[src/rtl/cook_timer.sv]
// BCD mm:ss countdown timer: captures a keyed duration, counts it down once per
// second while running, and flags completion.
module cook_timer #(
  parameter int TICK_DIV = 50_000_000
) (
  input  logic        clock,
  input  logic        reset,
  input  logic        load,
  input  logic [15:0] durationIn,
  input  logic        start,
  input  logic        pause,
  input  logic        stop,
  output logic [15:0] count,
  output logic        running,
  output logic        paused,
  output logic        tick,
  output logic        done,
  output logic        invalid
);

  // state    | meaning
  // S_IDLE   | cleared, waiting for a valid duration
  // S_LOADED | duration captured, waiting for start
  // S_RUN    | counting down one second per TICK_DIV cycles
  // S_PAUSE  | countdown frozen, partial second retained
  // S_DONE   | reached 00:00, done held high
  typedef enum logic [2:0] {S_IDLE, S_LOADED, S_RUN, S_PAUSE, S_DONE} state_t;

  localparam int DIV_W = (TICK_DIV > 1) ? $clog2(TICK_DIV) : 1;
  localparam logic [DIV_W-1:0] DIV_LAST = DIV_W'(TICK_DIV - 1);

  state_t           state;
  logic [DIV_W-1:0] div_cnt;
  logic             load_ok;

  function automatic logic bcd_valid(input logic [15:0] v);
    return (v[15:12] <= 4'd9) && (v[11:8] <= 4'd9) &&
           (v[7:4] <= 4'd5) && (v[3:0] <= 4'd9);
  endfunction

  // One-second borrow chain: S1 -> S10 (base 6) -> M1 -> M10.
  function automatic logic [15:0] bcd_dec(input logic [15:0] v);
    logic [15:0] r;
    r = v;
    if (v[3:0] != 4'd0) begin
      r[3:0] = v[3:0] - 4'd1;
    end else begin
      r[3:0] = 4'd9;
      if (v[7:4] != 4'd0) begin
        r[7:4] = v[7:4] - 4'd1;
      end else begin
        r[7:4] = 4'd5;
        if (v[11:8] != 4'd0) begin
          r[11:8] = v[11:8] - 4'd1;
        end else begin
          r[11:8]  = 4'd9;
          r[15:12] = v[15:12] - 4'd1;
        end
      end
    end
    return r;
  endfunction

  assign load_ok = bcd_valid(durationIn);

  // div_cnt holds the cycles left in the current second; it is only reloaded on
  // a start from LOADED, so a resume from PAUSE finishes the partial second.
  always_ff @(posedge clock) begin
    if (reset) begin
      state   <= S_IDLE;
      count   <= '0;
      div_cnt <= '0;
      running <= 1'b0;
      paused  <= 1'b0;
      tick    <= 1'b0;
      done    <= 1'b0;
      invalid <= 1'b0;
    end else begin
      tick    <= 1'b0;
      invalid <= 1'b0;
      if (stop) begin
        state   <= S_IDLE;
        count   <= '0;
        div_cnt <= '0;
        running <= 1'b0;
        paused  <= 1'b0;
        done    <= 1'b0;
      end else begin
        case (state)
          S_RUN: begin
            if (div_cnt == '0) begin
              div_cnt <= DIV_LAST;
              tick    <= 1'b1;
              count   <= bcd_dec(count);
            end else begin
              div_cnt <= div_cnt - DIV_W'(1);
            end
            if ((div_cnt == '0) && (count == 16'h0001)) begin
              state   <= S_DONE;
              running <= 1'b0;
              done    <= 1'b1;
            end else if (pause) begin
              state   <= S_PAUSE;
              running <= 1'b0;
              paused  <= 1'b1;
            end
          end
          S_PAUSE: begin
            if (!pause && start) begin
              state   <= S_RUN;
              running <= 1'b1;
              paused  <= 1'b0;
            end
          end
          S_LOADED: begin
            if (!pause) begin
              if (start) begin
                if (count != '0) begin
                  state   <= S_RUN;
                  running <= 1'b1;
                  div_cnt <= DIV_LAST;
                end
              end else if (load) begin
                if (load_ok) count   <= durationIn;
                else         invalid <= 1'b1;
              end
            end
          end
          S_IDLE, S_DONE: begin
            if (!pause && !start && load) begin
              if (load_ok) begin
                state <= S_LOADED;
                count <= durationIn;
                done  <= 1'b0;
              end else begin
                invalid <= 1'b1;
              end
            end
          end
          default: begin
            state   <= S_IDLE;
            count   <= '0;
            div_cnt <= '0;
            running <= 1'b0;
            paused  <= 1'b0;
            done    <= 1'b0;
          end
        endcase
      end
    end
  end

endmodule
[config.mk]
export PLATFORM = sky130hd
export DESIGN_NAME = cook_timer
export DESIGN_NICKNAME = d
export VERILOG_FILES = /design/src/rtl/cook_timer.sv
export SDC_FILE = /design/constraint.sdc
export NUM_CORES = 1
export LEC_CHECK = 0
export ABC_AREA = 1
export BUFFER_PORTS_ARGS = -buffer_cell sky130_fd_sc_hd__buf_2
export CORE_MARGIN = 4
export CORE_UTILIZATION = 35
export DETAILED_ROUTE_END_ITERATION = 6
export HOLD_SLACK_MARGIN = 0.1
export SLEW_MARGIN = 25
export SYNTH_ARGS = -nofsm -noshare
export SYNTH_HDL_FRONTEND = slang
export SYNTH_SLANG_ARGS = --single-unit
[constraint.sdc]
create_clock -name clock -period 2.6 [get_ports clock]
set_clock_uncertainty 0.1 [all_clocks]
set_input_delay 0.39 -clock clock [delete_from_list [all_inputs] [get_ports clock]]
set_output_delay 0.39 -clock clock [all_outputs]
set_load 0.05 [all_outputs]
==> results of run 1 <==
## path summary, 6_finish.rpt
check | startpoint | endpoint | slack [ns] | cells after the start
max | div_cnt[0] | div_cnt[5] | 0.42 | 10
min | durationIn[6] | count[6] | 0.33 | 3
max reg2reg | div_cnt[0] | div_cnt[5] | 0.42 | 10
min reg2reg | paused | paused | 0.36 | 2
## cells in the mapped netlist (5+ instances only)
cell type,n,area (um2)
a21oi_1,40,200
buf_2,5,25.0
dfxtp_1,50,1000
ha_1,9,113
inv_1,64,240
nand2_1,135,507
nand3_1,37,185
nand3b_1,6,45.0
nand4_1,13,81.3
nor2_1,83,312
nor2_4,5,56.3
nor3_1,6,30.0
o21ai_0,37,185
xnor2_1,8,70.1
## sequential cells by signal (all words and copies together) (netlist names)
| signal | count |
|---|---|
| count | 16 |
| done | 1 |
| div_cnt | 26 |
| running | 1 |
| paused | 1 |
| tick | 1 |
| state | 3 |
| invalid | 1 |
## metal layers
layer / global-route usage / vias up / wire length (um)
met4: 0.0389 / 0 / 72
met2: 0.258 / 74 / 3840
met3: 0.0291 / 6 / 423
met1: 0.222 / 1557 / 4350
met5: 0 / - / 0
li1: - / 1814 / -
## layout make-up
type | instances | area (um2) | area share
sequential | 50 | 1000 | 0.262
tap | 129 | 161 | 0.0423
multi-input combinational | 407 | 2030 | 0.532
timing repair buffer | 48 | 255 | 0.0668
inverter | 68 | 255 | 0.0668
clock buffer | 5 | 68.8 | 0.0180
clock inverter | 3 | 43.8 | 0.0115
## power groups by stage
stage | combinational [uW] | clock, uW | sequential [uW]
2_1_floorplan | 59.7 | 0 | 791
3_3_place_gp | 101 | 0 | 786
3_5_place_dp | 101 | 0 | 786
4_1_cts | 101 | 595 | 769
5_1_grt | 115 | 621 | 769
6_report | 101 | 573 | 769
## stage by stage
step / cells / setup WS (ns) / utilization
detailed placement: 702 / 0.0609 / 0.399
floorplan: 537 / 0.424 / -
global route: 710 / 0.171 / 0.411
finish: 710 / 0.416 / 0.411
CTS: 710 / 0.0484 / 0.411
global placement: 702 / 0.194 / 0.399
## critical path: cells and delay by family (launching register included)
| family | cells | cell delay (ns) |
|---|---|---|
| AOI/OAI and AO/OA | 2 | 0.31 |
| adders and majority gates | 1 | 0.23 |
| DFF | 1 | 0.35 |
| and+or+nand+nor | 5 | 0.77 |
| buffers and inverters | 2 | 0.32 |
## logic make-up after synthesis
group	after synthesis	synth area share
buf+inv	80	0.0996
compound gates	89	0.143
xor+xnor	12	0.0312
flops	50	0.297
fa+ha+maj	9	0.0334
simple gates	297	0.396
==> out/metrics.yaml, run 1 <==
fmax_ghz: 0.458
root_buffer: "clkbuf_8"
hpwl_um: 6480
pwr-share-clk: 0.397
yosysWarnings: 0
clk_pin_slew_ns: 0.10
postCtsSetupBuffers: 0
ys_ff_latch: 50
ys_types: 34
cp.required_ns: 2.69
via_per_inst: 4.86
dpl-instance-area_um2: 3700
maxCapViolations: 0
power_switching_uw: 350
clkLatencyLatePin_ns: 0.31
p_leak_uw: 0.00176
track_usage: 0.160
fin_nets: 611
grt_first_pass_wirelength_um: 15300
start_util: 0.363
worstPathMaxFanout: 11
io_buffer_count: 42
p_comb_frac: 0.070
crit_type: "reg2reg"
cts_hold_buffers: 0
postLayoutCellArea_um2: 3820
vdd_drop_max_uv: 227
hold_violations: 0
drt_first_pass_iters: 4
switching_share: 0.243
total_power_uw: 1440
gp_congestion: 0.894
period_minus_slack_ns: 2.18
cp-end-kind: "flip-flop"
ios: 43
hold_class: "in2reg"
grt_max_degree: 28
grt_pass1_vias: 3295
cp_common_cell: "inv_1"
synth_edf_count: 0
layout-drive-gt1-share: 0.138
netlist_area_um2: 3370
final_cell_mix: "nand2_1, nor2_1, inv_1, dfxtp_1, buf_2"
die_w_um: 106
slew_violations: 0
layout_commonest_cell: "nand2_1"
cts.sinks: 50
holdWs_ns: 0.331
worst_pin_slew_ns: 0.569
critical_path_arrival_ns: 2.27
syn_nets: 568
cts_made_buffers: 5
fin_tns_setup_ns: 0
setup_viol: 0
coreArea_um2: 9280
p_seq_frac: 0.533
clockBufferDepth: 2
syn_to_final_growth_pct: 13.4
diodes: 0
dieHeight_um: 106
routedWlPerCell_um: 12.2
status: "complete, no violations"
syn_inst: 537
rsz0062_at_grt: "false"
drc: 0
tritoncts: "yes"
synth.avg_cell_area_um2: 6.27
path_cells: "inv_1 > ha_1 > nand2_2 > nor2_4 > nand2_4 > nor2_8 > nor2_2 > inv_1 > o21ai_0 > a21oi_1"
slowest_stage: "nor2_2"
postRouteAntennaNets: 0
seq_area_frac_synth: 0.297
grt_overflow: 0
postSynth.asyncResetShare: 0
critPathLaunchType: "flip-flop"
power.internal_uw: 1090
fillCellCount: 1016
ctsResizeCount: 0
antenna_found_initial: 0
fin_crit_sh: 0.840
relSlewSlack: 0.617
wl_um: 8680
first_iter_violations: 155
rows: 35
fp.dieArea_um2: 11300
max_stage_delay_ns: 0.39
htreeDepth: 2
vias: 3451
cellPowerDensity_nw_per_um2: 378
yosys_most_used_dff: "dfxtp_1"
(Power assumes the default switching activity.)
==> run 2: changes to the inputs <==
==> constraint.sdc (replaced) <==
create_clock -name clock -period 1.8 [get_ports clock]
set_clock_uncertainty 0.1 [all_clocks]
set_input_delay 0.27 -clock clock [delete_from_list [all_inputs] [get_ports clock]]
set_output_delay 0.27 -clock clock [all_outputs]
set_load 0.05 [all_outputs]
==> run 2 against run 1 <==
Against the previous run:
- via count is 7.2% higher
- clock-buffer cell count stayed put
- sequential share of layout area is 3.2 points lower
- combinational power is 61% higher
- utilization is 8.1 points higher
- total power is 46% higher
- flip-flop and latch count stayed put
- worst setup slack worse by 0.37 ns
- final cell count is 8.7% higher
- non-clock buffer count is 62 higher
- sequential power is 43% higher
- clock power is 47% higher
- critical path type unchanged
==> out/metrics.yaml, run 2 (synthesis gave the netlist of run 1 again) <==
status: "complete, no violations"
path_cells: "nor2_2 > nand2_2 > nor2_4 > nand2_4 > nor2_8 > nor2_4 > nor2_4 > buf_12 > nand4_1 > nand2_1 > nor2_1"
via_per_inst: 4.79
crit_path_start: "div_cnt[7]"
max_stage_delay_ns: 0.36
min-delay-start: "durationIn[4]"
root_buffer: "clkbuf_8"
diodes: 0
clk_pin_slew_ns: 0.10
gp_congestion: 0.869
setup_viol: 0
multi_input_area_um2: 2210
period_minus_slack_ns: 1.75
fp.dieArea_um2: 11300
seqCellArea_um2: 1050
worst_pin_slew_ns: 0.444
cp_top_family: "simple AND/OR/NAND/NOR gates"
rsz0062_at_grt: "true"
io_buffer_count: 42
cp-end-kind: "flip-flop"
critPathLaunchType: "flip-flop"
dieHeight_um: 106
tritoncts: "yes"
first_iter_violations: 169
htreeDepth: 2
slew_violations: 0
grt_overflow: 0
hpwl_um: 7390
wl_um: 9720
antenna_found_initial: 0
p_leak_uw: 0.00214
grt_pass1_vias: 3492
routedWlPerCell_um: 12.6
fillCellCount: 961
postLayoutCellArea_um2: 4570
ios: 43
rows: 35
postRouteAntennaNets: 0
holdWs_ns: 0.216
crit_type: "reg2reg"
maxCapViolations: 0
top_register: "div_cnt"
die_w_um: 106
vdd_drop_max_uv: 233
syn_to_final_growth_pct: 35.7
hold_violations: 0
largest_reg_flops: 26
layout-drive-gt1-share: 0.327
relSlewSlack: 0.704
hold_class: "in2reg"
largestRegisters: "div_cnt (26), count (16), state (3)"
vias: 3699
clkLatencyLatePin_ns: 0.31
grt_first_pass_wirelength_um: 16100
cp.required_ns: 1.91
drc: 0
cellPowerDensity_nw_per_um2: 461
slowest_stage: "dfxtp_2"
drt_first_pass_iters: 4
clockBufferDepth: 2
coreArea_um2: 9280
fin_crit_sh: 0.975
cts_made_buffers: 5
cp_num_buf_inv: 1
grt_max_degree: 28
cp_common_cell: "nor2_4"
layout_commonest_cell: "nand2_1"
dpl-instance-area_um2: 4190
cts_hold_buffers: 0
fin_nets: 673
final_cell_mix: "nand2_1, nor2_1, buf_4, inv_1, buf_2"
regToRegStartpoint: "div_cnt[7]"
critical_path_arrival_ns: 1.86
track_usage: 0.173
cts.sinks: 50
worstPathMaxFanout: 8
fmax_ghz: 0.570
start_util: 0.363
run 2: cell count changes in the layout (fill, tap and decap cells not counted), moves of 5 or more:
cell	before	now
dfxtp_1	50	26
inv_1	64	55
nand2_2	4	12
nor2_2	4	13
dfxtp_4	0	8
buf_4	6	64
nor2_4	5	11
nor2_1	82	67
dfxtp_2	0	16
inv_2	4	12
nand2_1	135	125
nand3_1	37	32
run 2: path summary, 6_finish.rpt:
| kind | depth (start not counted) | endpoint | slack, ns |
|---|---|---|---|
| min reg2reg | 2 | paused | 0.36 |
| max reg2reg | 11 | count[11] | 0.05 |
| max | 11 | count[11] | 0.05 |
| min | 5 | count[4] | 0.22 |
run 2: worst register-to-register path, cell delays in order, from the launching register on:
cell and delay (ns):
dfxtp_2 0.36, nor2_2 0.16, nand2_2 0.09, nor2_4 0.14, nand2_4 0.10, nor2_8 0.12
nor2_4 0.06, nor2_4 0.20, buf_12 0.15, nand4_1 0.07, nand2_1 0.07, nor2_1 0.04
run 2: what timing repair did:
item                       CTS  global route
setup buffers                1             8
setup endpoints to repair   29            48
resized for setup            3            62
pin swaps                    2            22
run 2: power by group:
part	switching [uW]	internal, uW	leakage (uW)	total [uW]
sequential	2.04	1100	0.000417	1100
combinational	99.5	64.0	0.00167	163
clock	422	422	0.0000587	844
total	524	1580	0.00214	2110
run 2: metrics by stage:
step | cells | TNS [ns] | total power (uW) | worst slack (ns) | utilization
finish | 772 | 0 | 2110 | 0.0458 | 0.492
global route | 772 | -0.978 | 2210 | -0.0883 | 0.492
global placement | 755 | -0.293 | 1280 | -0.0466 | 0.451
floorplan | 537 | 0 | 1220 | 0.00154 | -
detailed placement | 755 | -1.03 | 1280 | -0.117 | 0.451
CTS | 764 | 0 | 2130 | 0.00271 | 0.467
run 2: final cells by class:
class | count | share of cell area
inverters | 68 | 0.0564
multi-input cells | 407 | 0.484
repair buffers | 110 | 0.169
clock buffers | 5 | 0.0151
clock inverters | 3 | 0.0104
well taps | 129 | 0.0353
flip-flops and latches | 50 | 0.230
run 2: metal layers:
metal	share of wire	track usage	vias to the layer above
met5	0	0	-
met4	0.0097	0.0416	0
met3	0.044	0.0261	8
met2	0.49	0.302	84
met1	0.46	0.223	1679
li1	-	-	1928
